--- config.mk ---
export PLATFORM = sky130hd
export DESIGN_NAME = dlx_data_mem_bridge
export DESIGN_NICKNAME = d
export VERILOG_FILES = /design/src/rtl/dlx_mem_pkg.sv /design/src/rtl/dlx_wbuf_fifo.sv /design/src/rtl/dlx_data_mem_bridge.sv
export SDC_FILE = /design/constraint.sdc
export NUM_CORES = 1
export LEC_CHECK = 0
export CORE_ASPECT_RATIO = 1.5
export CORE_MARGIN = 8
export CORE_UTILIZATION = 25
export CTS_BUF_LIST = sky130_fd_sc_hd__clkbuf_8
export DETAILED_ROUTE_END_ITERATION = 12
export SLEW_MARGIN = 15
export SYNTH_ARGS = -nofsm -noshare
export SYNTH_HDL_FRONTEND = slang
export SYNTH_SLANG_ARGS = --single-unit
--- constraint.sdc ---
create_clock -name clk -period 3.9 [get_ports clk]
set_input_delay 0.78 -clock clk [delete_from_list [all_inputs] [get_ports clk]]
set_output_delay 0.78 -clock clk [all_outputs]
set_load 0.01 [all_outputs]
--- src/rtl/dlx_mem_pkg.sv ---
// Shared types and constants for the uDLX data-side memory bridge.
// Holds the bridge FSM encoding and the bus_we direction values.
package dlx_mem_pkg;

    typedef enum logic [1:0] {
        ST_IDLE  = 2'd0,
        ST_WRITE = 2'd1,
        ST_READ  = 2'd2,
        ST_RDONE = 2'd3
    } bridge_state_t;

    localparam logic BUS_RD = 1'b0;
    localparam logic BUS_WR = 1'b1;

endpackage

--- src/rtl/dlx_wbuf_fifo.sv ---
// Posted-write buffer: synchronous FIFO with power-of-two depth.
// Full/empty come from the registered count, so a full buffer refuses a push even when popping.
module dlx_wbuf_fifo #(
    parameter int WIDTH = 64,
    parameter int DEPTH = 4
) (
    input  logic                     clk,
    input  logic                     rst,
    input  logic                     push,
    input  logic                     pop,
    input  logic [WIDTH-1:0]         wdata,
    output logic [WIDTH-1:0]         head,
    output logic                     full,
    output logic                     empty,
    output logic [$clog2(DEPTH):0]   count
);

    localparam int PW = $clog2(DEPTH);
    localparam int CW = PW + 1;

    logic [WIDTH-1:0] mem_q [DEPTH];
    logic [PW-1:0]    wr_ptr_q, wr_ptr_d;
    logic [PW-1:0]    rd_ptr_q, rd_ptr_d;
    logic [CW-1:0]    count_q, count_d;
    logic             push_ok;
    logic             pop_ok;

    assign full    = (count_q == CW'(DEPTH));
    assign empty   = (count_q == '0);
    assign push_ok = push & ~full;
    assign pop_ok  = pop & ~empty;
    assign head    = mem_q[rd_ptr_q];
    assign count   = count_q;

    // Pointers wrap naturally because DEPTH is a power of two.
    always_comb begin
        wr_ptr_d = wr_ptr_q;
        rd_ptr_d = rd_ptr_q;
        count_d  = count_q;
        if (push_ok) begin
            wr_ptr_d = wr_ptr_q + PW'(1);
        end
        if (pop_ok) begin
            rd_ptr_d = rd_ptr_q + PW'(1);
        end
        case ({push_ok, pop_ok})
            2'b10:   count_d = count_q + CW'(1);
            2'b01:   count_d = count_q - CW'(1);
            default: count_d = count_q;
        endcase
    end

    always_ff @(posedge clk or posedge rst) begin
        if (rst) begin
            wr_ptr_q <= '0;
            rd_ptr_q <= '0;
            count_q  <= '0;
        end else begin
            wr_ptr_q <= wr_ptr_d;
            rd_ptr_q <= rd_ptr_d;
            count_q  <= count_d;
        end
    end

    always_ff @(posedge clk) begin
        if (push_ok) begin
            mem_q[wr_ptr_q] <= wdata;
        end
    end

endmodule

--- src/rtl/dlx_data_mem_bridge.sv ---
// uDLX MEM-stage data port to variable-latency req/ack bus bridge.
// Stores are posted into a write buffer; loads drain the buffer, then stall the core until data returns.
module dlx_data_mem_bridge
    import dlx_mem_pkg::*;
#(
    parameter int DATA_WIDTH      = 32,
    parameter int DATA_ADDR_WIDTH = 32,
    parameter int WBUF_DEPTH      = 4
) (
    input  logic                          clk,
    input  logic                          rst,
    input  logic                          core_rd_en,
    input  logic                          core_wr_en,
    input  logic [DATA_ADDR_WIDTH-1:0]    core_addr,
    input  logic [DATA_WIDTH-1:0]         core_wdata,
    output logic [DATA_WIDTH-1:0]         core_rdata,
    output logic                          core_hold,
    output logic [$clog2(WBUF_DEPTH):0]   wbuf_count,
    output logic                          bus_req,
    output logic                          bus_we,
    output logic [DATA_ADDR_WIDTH-1:0]    bus_addr,
    output logic [DATA_WIDTH-1:0]         bus_wdata,
    input  logic                          bus_ack,
    input  logic [DATA_WIDTH-1:0]         bus_rdata,
    output bridge_state_t                 dbg_state
);

    localparam int EW = DATA_ADDR_WIDTH + DATA_WIDTH;

    bridge_state_t                state_q, state_d;
    logic                         bus_req_q, bus_req_d;
    logic                         bus_we_q, bus_we_d;
    logic [DATA_ADDR_WIDTH-1:0]   bus_addr_q, bus_addr_d;
    logic [DATA_WIDTH-1:0]        bus_wdata_q, bus_wdata_d;
    logic [DATA_WIDTH-1:0]        core_rdata_q, core_rdata_d;
    logic                         rd_done_q, rd_done_d;

    logic                         fifo_push;
    logic                         fifo_pop;
    logic [EW-1:0]                fifo_head;
    logic                         fifo_full;
    logic                         fifo_empty;
    logic                         ack_valid;

    // Bus handshake: bus_req and its payload stay stable until a rising edge
    // where bus_req & bus_ack; that edge completes the beat and drops bus_req.
    assign ack_valid = bus_req_q & bus_ack;
    assign fifo_push = core_wr_en & ~core_rd_en;
    assign fifo_pop  = (state_q == ST_WRITE) & ack_valid;

    dlx_wbuf_fifo #(
        .WIDTH (EW),
        .DEPTH (WBUF_DEPTH)
    ) u_wbuf (
        .clk   (clk),
        .rst   (rst),
        .push  (fifo_push),
        .pop   (fifo_pop),
        .wdata ({core_addr, core_wdata}),
        .head  (fifo_head),
        .full  (fifo_full),
        .empty (fifo_empty),
        .count (wbuf_count)
    );

    always_ff @(posedge clk or posedge rst) begin
        if (rst) begin
            state_q      <= ST_IDLE;
            bus_req_q    <= 1'b0;
            bus_we_q     <= BUS_RD;
            bus_addr_q   <= '0;
            bus_wdata_q  <= '0;
            core_rdata_q <= '0;
            rd_done_q    <= 1'b0;
        end else begin
            state_q      <= state_d;
            bus_req_q    <= bus_req_d;
            bus_we_q     <= bus_we_d;
            bus_addr_q   <= bus_addr_d;
            bus_wdata_q  <= bus_wdata_d;
            core_rdata_q <= core_rdata_d;
            rd_done_q    <= rd_done_d;
        end
    end

    // Buffered writes win over a pending load, which keeps RAW order without forwarding.
    always_comb begin
        state_d = state_q;
        case (state_q)
            ST_IDLE: begin
                if (!fifo_empty) begin
                    state_d = ST_WRITE;
                end else if (core_rd_en && !rd_done_q) begin
                    state_d = ST_READ;
                end
            end
            ST_WRITE: if (ack_valid) state_d = ST_IDLE;
            ST_READ:  if (ack_valid) state_d = ST_RDONE;
            ST_RDONE: state_d = ST_IDLE;
            default:  state_d = ST_IDLE;
        endcase
    end

    always_comb begin
        bus_req_d    = bus_req_q;
        bus_we_d     = bus_we_q;
        bus_addr_d   = bus_addr_q;
        bus_wdata_d  = bus_wdata_q;
        core_rdata_d = core_rdata_q;
        rd_done_d    = rd_done_q;
        case (state_q)
            ST_IDLE: begin
                if (state_d == ST_WRITE) begin
                    bus_req_d                 = 1'b1;
                    bus_we_d                  = BUS_WR;
                    {bus_addr_d, bus_wdata_d} = fifo_head;
                end else if (state_d == ST_READ) begin
                    bus_req_d  = 1'b1;
                    bus_we_d   = BUS_RD;
                    bus_addr_d = core_addr;
                end
            end
            ST_WRITE: begin
                if (ack_valid) bus_req_d = 1'b0;
            end
            ST_READ: begin
                if (ack_valid) begin
                    bus_req_d    = 1'b0;
                    core_rdata_d = bus_rdata;
                    rd_done_d    = 1'b1;
                end
            end
            ST_RDONE: rd_done_d = 1'b0;
            default: ;
        endcase
    end

    // Hold is combinational so the core stalls in the same cycle it presents the access.
    always_comb begin
        core_hold = 1'b0;
        if (!rst) begin
            core_hold = (core_rd_en & ~rd_done_q) | (core_wr_en & ~core_rd_en & fifo_full);
        end
    end

    assign bus_req    = bus_req_q;
    assign bus_we     = bus_we_q;
    assign bus_addr   = bus_addr_q;
    assign bus_wdata  = bus_wdata_q;
    assign core_rdata = core_rdata_q;
    assign dbg_state  = state_q;

endmodule

==> results.txt, run 1 <==
final hold viol count: 0
upper clock frequency limit: 332 MHz
CP Cell Sequence: clkdlybuf4s50_1, nor2b_1, a31oi_1, nor2_1, clkdlybuf4s50_1
Netlist Area Pre-Place: 13,800 µm²
WL/cell: 19.5 µm
worst min path class: reg2reg
htree depth: 2
Area contributors post-synth: edfxtp_1, dfrtp_1, mux4_2
Longest Clk Path Bufs: 3
FP Rows: 105
chip width: 208 µm
CP delay by family, top: buffers and inverters
PwrDens: 746 nW/µm²
Core Region: 54,700 µm²
DRC: 0
CTS tree: built
largest net degree at the start of global routing: 66
DR iter-0 viols: 332
EDFF count, synth: 256
Final nets: 1,048
outcome: finished, final reports clean
max-cap violation count: 0
Synthesized Nets: 795
Post-CTS Resized: 0
number of port buffers: 204
Clk network pwr share: 23.0%
hold_buf cts: 0
Lkg Pwr: 6.37 nW
Die H: 304 µm
Yosys top cell by area: edfxtp_1
worst-path fanout max: 3
vias in the first global route: 8,025
drt via density: 4.25
#FFs+latches synth: 364
fin. max-slew vios: 0
Skew-Pair Late Insertion Delay: 0.63 ns
Switching Share: 31.1%
library cells used by synthesis: 34
VDD IR max: 0.281 mV
ys flop type: edfxtp_1
Gate power share: 34.7%
Tcrit/Tclk final: 77.2%
ANT nets after route: 0
Fillers: 5,266
Final WS setup: 0.888 ns
Vias: 7,121
initial core utilization: 25.2%
DP Cell Count: 1,574
post-DP HPWL: 22.3 mm
critical path's largest stage delay: 0.54 ns
global router's overall resource usage: 10.3%
clk slew on worst S/H paths: 0.07 ns
first-pass GRT wire length: 49.9 mm
clock skew: 0.0250 ns
Async SR Flop Fraction: 29.7%
mean post-synth cell area: 20.2 µm²
first-pass iteration count of the detailed router: 4
CP Data Arrival Time: 2.23 ns
CP max stage cell: clkdlybuf4s50_1
CP required: 3.12 ns
YS warnings: 0
kind of critical path: in2out
Net Sw Power: 4.15 mW
Seq/Total Area, Yosys: 75.3%
Crit path top cell by count: clkdlybuf4s50_1
Clock Sinks: 364
RSZ-0062 raised after global routing: no
GR Overflow Total: 0
Mapped Cells: 682
most common cell after layout, fill and taps aside: edfxtp_1
sequential power share: 42.3%
Area Overhead vs Synth: 29.7%
post-CTS setup buffers: 0
startpoint types: input pin
I/O pin cnt: 205
Final setup viols: 0
Final min period: 3.01 ns
placer congestion estimate: 0.736
Setup WS pre-CTS: 0.757 ns
initial antenna violation count: 4
normalized max-slew margin: 31.1%
non-filler instance count after layout: 1,677
setup TNS: 0 ns
die footprint: 63,100 µm²
Slew @ Worst Pin: 1.03 ns
Critical Path Sink Type: output port
Clock Tree Root: clkbuf_8
cell internal pwr: 9.21 mW
layout cells sized above 1: 25.1%
Num CTS Buffers: 54
most frequent cells in the layout: edfxtp_1, clkdlybuf4s50_1, dfrtp_1
post-synth top area share: 55.7%
worst path bufs/invs: 2
total routed wirelength: 32.7 mm
-- stage by stage --
stage / hold WS, ns / power [mW] / util (%) / instance area, µm²
5_1_grt: 0.517 / 14.2 / 32.7 / 17900
2_1_floorplan: 0.457 / 8.34 / - / 13800
6_report: 0.498 / 13.4 / 32.7 / 17900
3_5_place_dp: 0.483 / 10.5 / 30.8 / 16800
4_1_cts: 0.505 / 13.7 / 32.7 / 17900
3_3_place_gp: 0.479 / 10.4 / 30.8 / 16800
-- worst reg2reg max path: stages, from the launching register on --
cell and delay, ns:
dfrtp_1 0.43, inv_1 0.13, ha_1 0.20, a21boi_0 0.18
o22ai_1 0.11, mux2i_1 0.22, ha_2 0.24, buf_4 0.49
mux2i_1 0.30, a21oi_1 0.09
-- kinds of logic (layout without fill, tap and decap cells) --
group | after synthesis | after routing | synth area share (%)
AOI/OAI and AO/OA | 45 | 45 | 1.79
DFF | 364 | 364 | 75.3
other | 0 | 2 | 0
adders and majority gates | 12 | 12 | 1.14
buffers and inverters | 42 | 340 | 1.55
xor gates and xnor gates | 6 | 6 | 0.381
muxes | 164 | 164 | 18.3
and+or+nand+nor | 49 | 49 | 1.54
-- final cells by class --
| type | instances | area, µm² | share of cell area, % |
|---|---|---|---|
| inverter | 11 | 43.8 | 0.245 |
| clock buffer | 61 | 840 | 4.69 |
| multi-input combinational | 276 | 3220 | 18.0 |
| timing repair buffer | 228 | 2280 | 12.8 |
| clock inverter | 40 | 240 | 1.34 |
| tap | 695 | 870 | 4.86 |
| antenna | 2 | 5.00 | 0.0280 |
| sequential | 364 | 10400 | 58.1 |
-- path summary, 6_finish.rpt --
| check | startpoint | to | slack, ns | cells past startpoint |
|---|---|---|---|---|
| worst max-delay path | core_rd_en | core_hold | 0.89 | 5 |
| max in group asynchronous | rst | bus_addr[30] | 2.34 | 3 |
| worst max register to register | dbg_state[1] | bus_addr[21] | 1.37 | 9 |
| worst min-delay path | rd_done_q | rd_done_q | 0.50 | 1 |
| min in group asynchronous | rst | bus_req | 0.75 | 2 |
| worst min register to register | rd_done_q | rd_done_q | 0.50 | 1 |
-- state kept, by name (all words and copies together) (netlist names) --
| signal | count |
|---|---|
| bus_req | 1 |
| core_rdata | 32 |
| u_wbuf.rd_ptr_q | 2 |
| u_wbuf.wr_ptr_q | 2 |
| bus_we | 1 |
| bus_addr | 32 |
| u_wbuf.count | 3 |
| bus_wdata | 32 |
| dbg_state | 2 |
| rd_done_q | 1 |
| u_wbuf.mem_q | 256 |
-- cell usage after synthesis, types with 7 or more instances --
master / n
a21oi_1: 32
buf_1: 7
ha_1: 11
dfrtp_1: 108
inv_1: 11
edfxtp_1: 256
clkbuf_1: 8
nor2_1: 35
mux4_2: 64
mux2i_1: 34
buf_2: 9
mux2_2: 66
-- routing by layer --
layer	GRT usage (%)	up-vias	wire [µm]
met3	3.44	55	2260
met5	0	-	22
li1	-	3187	-
met2	19.0	195	17700
met1	10.6	3680	11800
met4	4.20	4	966
-- power by group through the flow --
stage	combinational, mW	sequential [mW]	clock (mW)
6_report	4.64	5.65	3.07
2_1_floorplan	2.65	5.69	0
4_1_cts	4.79	5.68	3.19
3_3_place_gp	4.72	5.72	0
3_5_place_dp	4.77	5.75	0
5_1_grt	5.03	5.78	3.34
Note: power is estimated with default switching activity, not from simulation.
==> run 2, diff against run 1 <==
Clock period 3.9 ns to 3.1 ns, I/O delays scaled along.
==> run 2 against run 1 <==
Compared with the run above:
- first-iteration DRC count is 15% lower
- critical endpoint unchanged
- die area stayed put
- cell count is 0.48% higher
- clock skew is 0.0033 ns lower
- global-route usage hardly changed
- clock-buffer cell count is 8 higher
- register-to-register slack worse by 0.69 ns
==> results.txt, run 2 (synthesized netlist as in run 1, its figures left out) <==
die footprint: 63,100 µm² (unchanged)
clk slew on worst S/H paths: 0.06 ns (about the same)
Area Overhead vs Synth: 32.0%
Post-CTS Resized: 0 (unchanged)
post-DP HPWL: 20.8 mm (-6.6%)
R2R Path Start: dbg_state[1]
final hold viol count: 0 (unchanged)
most flop-heavy register: u_wbuf.mem_q
post-CTS setup buffers: 0 (unchanged)
layout cells sized above 1: 25.1% (-0.026 points)
CP required: 2.48 ns (-0.64 ns)
fin. max-slew vios: 0 (unchanged)
RSZ-0062 raised after global routing: no
R2R depth: 10 (+1)
Crit path top cell by count: clkdlybuf4s50_1
r2r endpoint: bus_addr[10]
critical path's largest stage delay: 0.54 ns (about the same)
htree depth: 2 (unchanged)
reg2reg setup slack: 0.68 ns (-0.69 ns)
vias in the first global route: 8,186 (+2.0%)
ANT nets after route: 0 (unchanged)
WHS: 0.356 ns (-0.142 ns)
CP Cell Sequence: clkdlybuf4s50_1, nor2b_1, a31oi_1, nor2_1, clkdlybuf4s50_1
Setup crit end: core_hold
Final nets: 1,053 (+0.48%)
max-cap violation count: 0 (unchanged)
Clock Sinks: 364 (unchanged)
VDD IR max: 0.410 mV (+46%)
global router's overall resource usage: 10.3% (+0.035 points)
CP max stage cell: clkdlybuf4s50_1
Lkg Pwr: 6.51 nW (+2.2%)
Final min period: 2.76 ns
CTS tree: built
kind of critical path: in2out
Longest Clk Path Bufs: 3 (unchanged)
hold_buf cts: 0 (unchanged)
normalized max-slew margin: 56.3% (+25 points)
upper clock frequency limit: 362 MHz
WL/cell: 19.3 µm (-1.2%)
outcome: finished, final reports clean
setup TNS: 0 ns (unchanged)
first-pass GRT wire length: 50.7 mm (+1.8%)
initial core utilization: 25.2% (unchanged)
DRC: 0 (unchanged)
first-pass iteration count of the detailed router: 6 (+2)
FP Rows: 105 (unchanged)
worst min path class: in2async
most frequent cells in the layout: edfxtp_1, clkdlybuf4s50_1, dfrtp_1
PwrDens: 959 nW/µm² (+28%)
drt via density: 4.22 (-0.53%)
Tcrit/Tclk final: 89.0%
Fillers: 5,268 (+0.038%)
startpoint types: input pin
Vias: 7,117 (-0.056%)
Critical Path Sink Type: output port
worst-path fanout max: 3 (unchanged)
placer congestion estimate: 0.732 (-0.56%)
total routed wirelength: 32.5 mm (-0.69%)
most common cell after layout, fill and taps aside: edfxtp_1
Die H: 304 µm (unchanged)
GR Overflow Total: 0 (unchanged)
clock skew: 0.0217 ns (-0.00328 ns)
Skew-Pair Late Insertion Delay: 0.61 ns (-0.02 ns)
largest net degree at the start of global routing: 49 (-26%)
Final setup viols: 0 (unchanged)
Core Region: 54,700 µm² (unchanged)
CP Data Arrival Time: 2.14 ns (-0.09 ns)
Clock Tree Root: clkbuf_8
initial antenna violation count: 2 (-2)
I/O pin cnt: 205 (unchanged)
Num CTS Buffers: 58 (+7.4%)
Worst Setup SP: core_rd_en
number of port buffers: 204 (unchanged)
Slew @ Worst Pin: 0.656 ns (-0.377 ns)
DR iter-0 viols: 281 (-15%)
chip width: 208 µm (unchanged)
max FFs per register: 256 (unchanged)
-- run 2: worst min-delay path by stage --
stage | startpoint | to | slack [ns]
after floorplan | rd_done_q | rd_done_q | 0.46
after global placement | core_rdata[12] | core_rdata[12] | 0.48
after detailed placement | core_rdata[20] | core_rdata[20] | 0.49
after CTS | rst | core_rdata[17] | 0.29
after global routing | rst | core_rdata[17] | 0.32
final | rst | core_rdata[17] | 0.36
-- run 2: area by class of cell --
cell class                      instances  area [µm²]  share of cell area (%)
Clock buffer                           69         950                    5.22
Antenna cell                            1        2.50                  0.0137
Multi-Input combinational cell        276        3220                    17.7
Sequential cell                       364       10400                    57.1
Clock inverter                         40         287                    1.57
Inverter                               11        45.0                   0.247
Tap cell                              695         870                    4.78
Timing Repair Buffer                  229        2440                    13.4
-- run 2: per-stage QoR --
stage,cells,area [µm²],setup WS [ns],power (mW),utilization (%)
2_1_floorplan,682,13800,0.662,10.5,-
3_3_place_gp,1575,17000,0.289,13.4,31.1
3_5_place_dp,1575,17000,0.212,13.5,31.1
4_1_cts,1684,18200,0.318,17.9,33.3
5_1_grt,1685,18200,0.235,18.5,33.3
6_report,1685,18200,0.341,17.5,33.3
-- run 2: critical path, delay by kind of cell --
kind                   cells  cell delay [ns]
AO/OA/AOI/OAI              1             0.10
buffers and inverters      2             1.03
AND/OR/NAND/NOR            2             0.39
-- run 2: report_power, final --
group | switching, mW | internal, mW | total (mW)
combinational | 2.71 | 3.44 | 6.14
clock | 1.89 | 2.37 | 4.25
sequential | 0.716 | 6.34 | 7.06
total | 5.31 | 12.1 | 17.5
-- run 2: layer usage --
| metal | wire [µm] | track usage, % | vias to the layer above | share of wire (%) |
|---|---|---|---|---|
| li1 | - | - | 3202 | - |
| met1 | 12700 | 11.3 | 3666 | 39 |
| met2 | 17300 | 18.9 | 197 | 53 |
| met3 | 1740 | 2.83 | 50 | 5.4 |
| met4 | 707 | 3.66 | 2 | 2.2 |
| met5 | 13 | 0 | - | 0.040 |
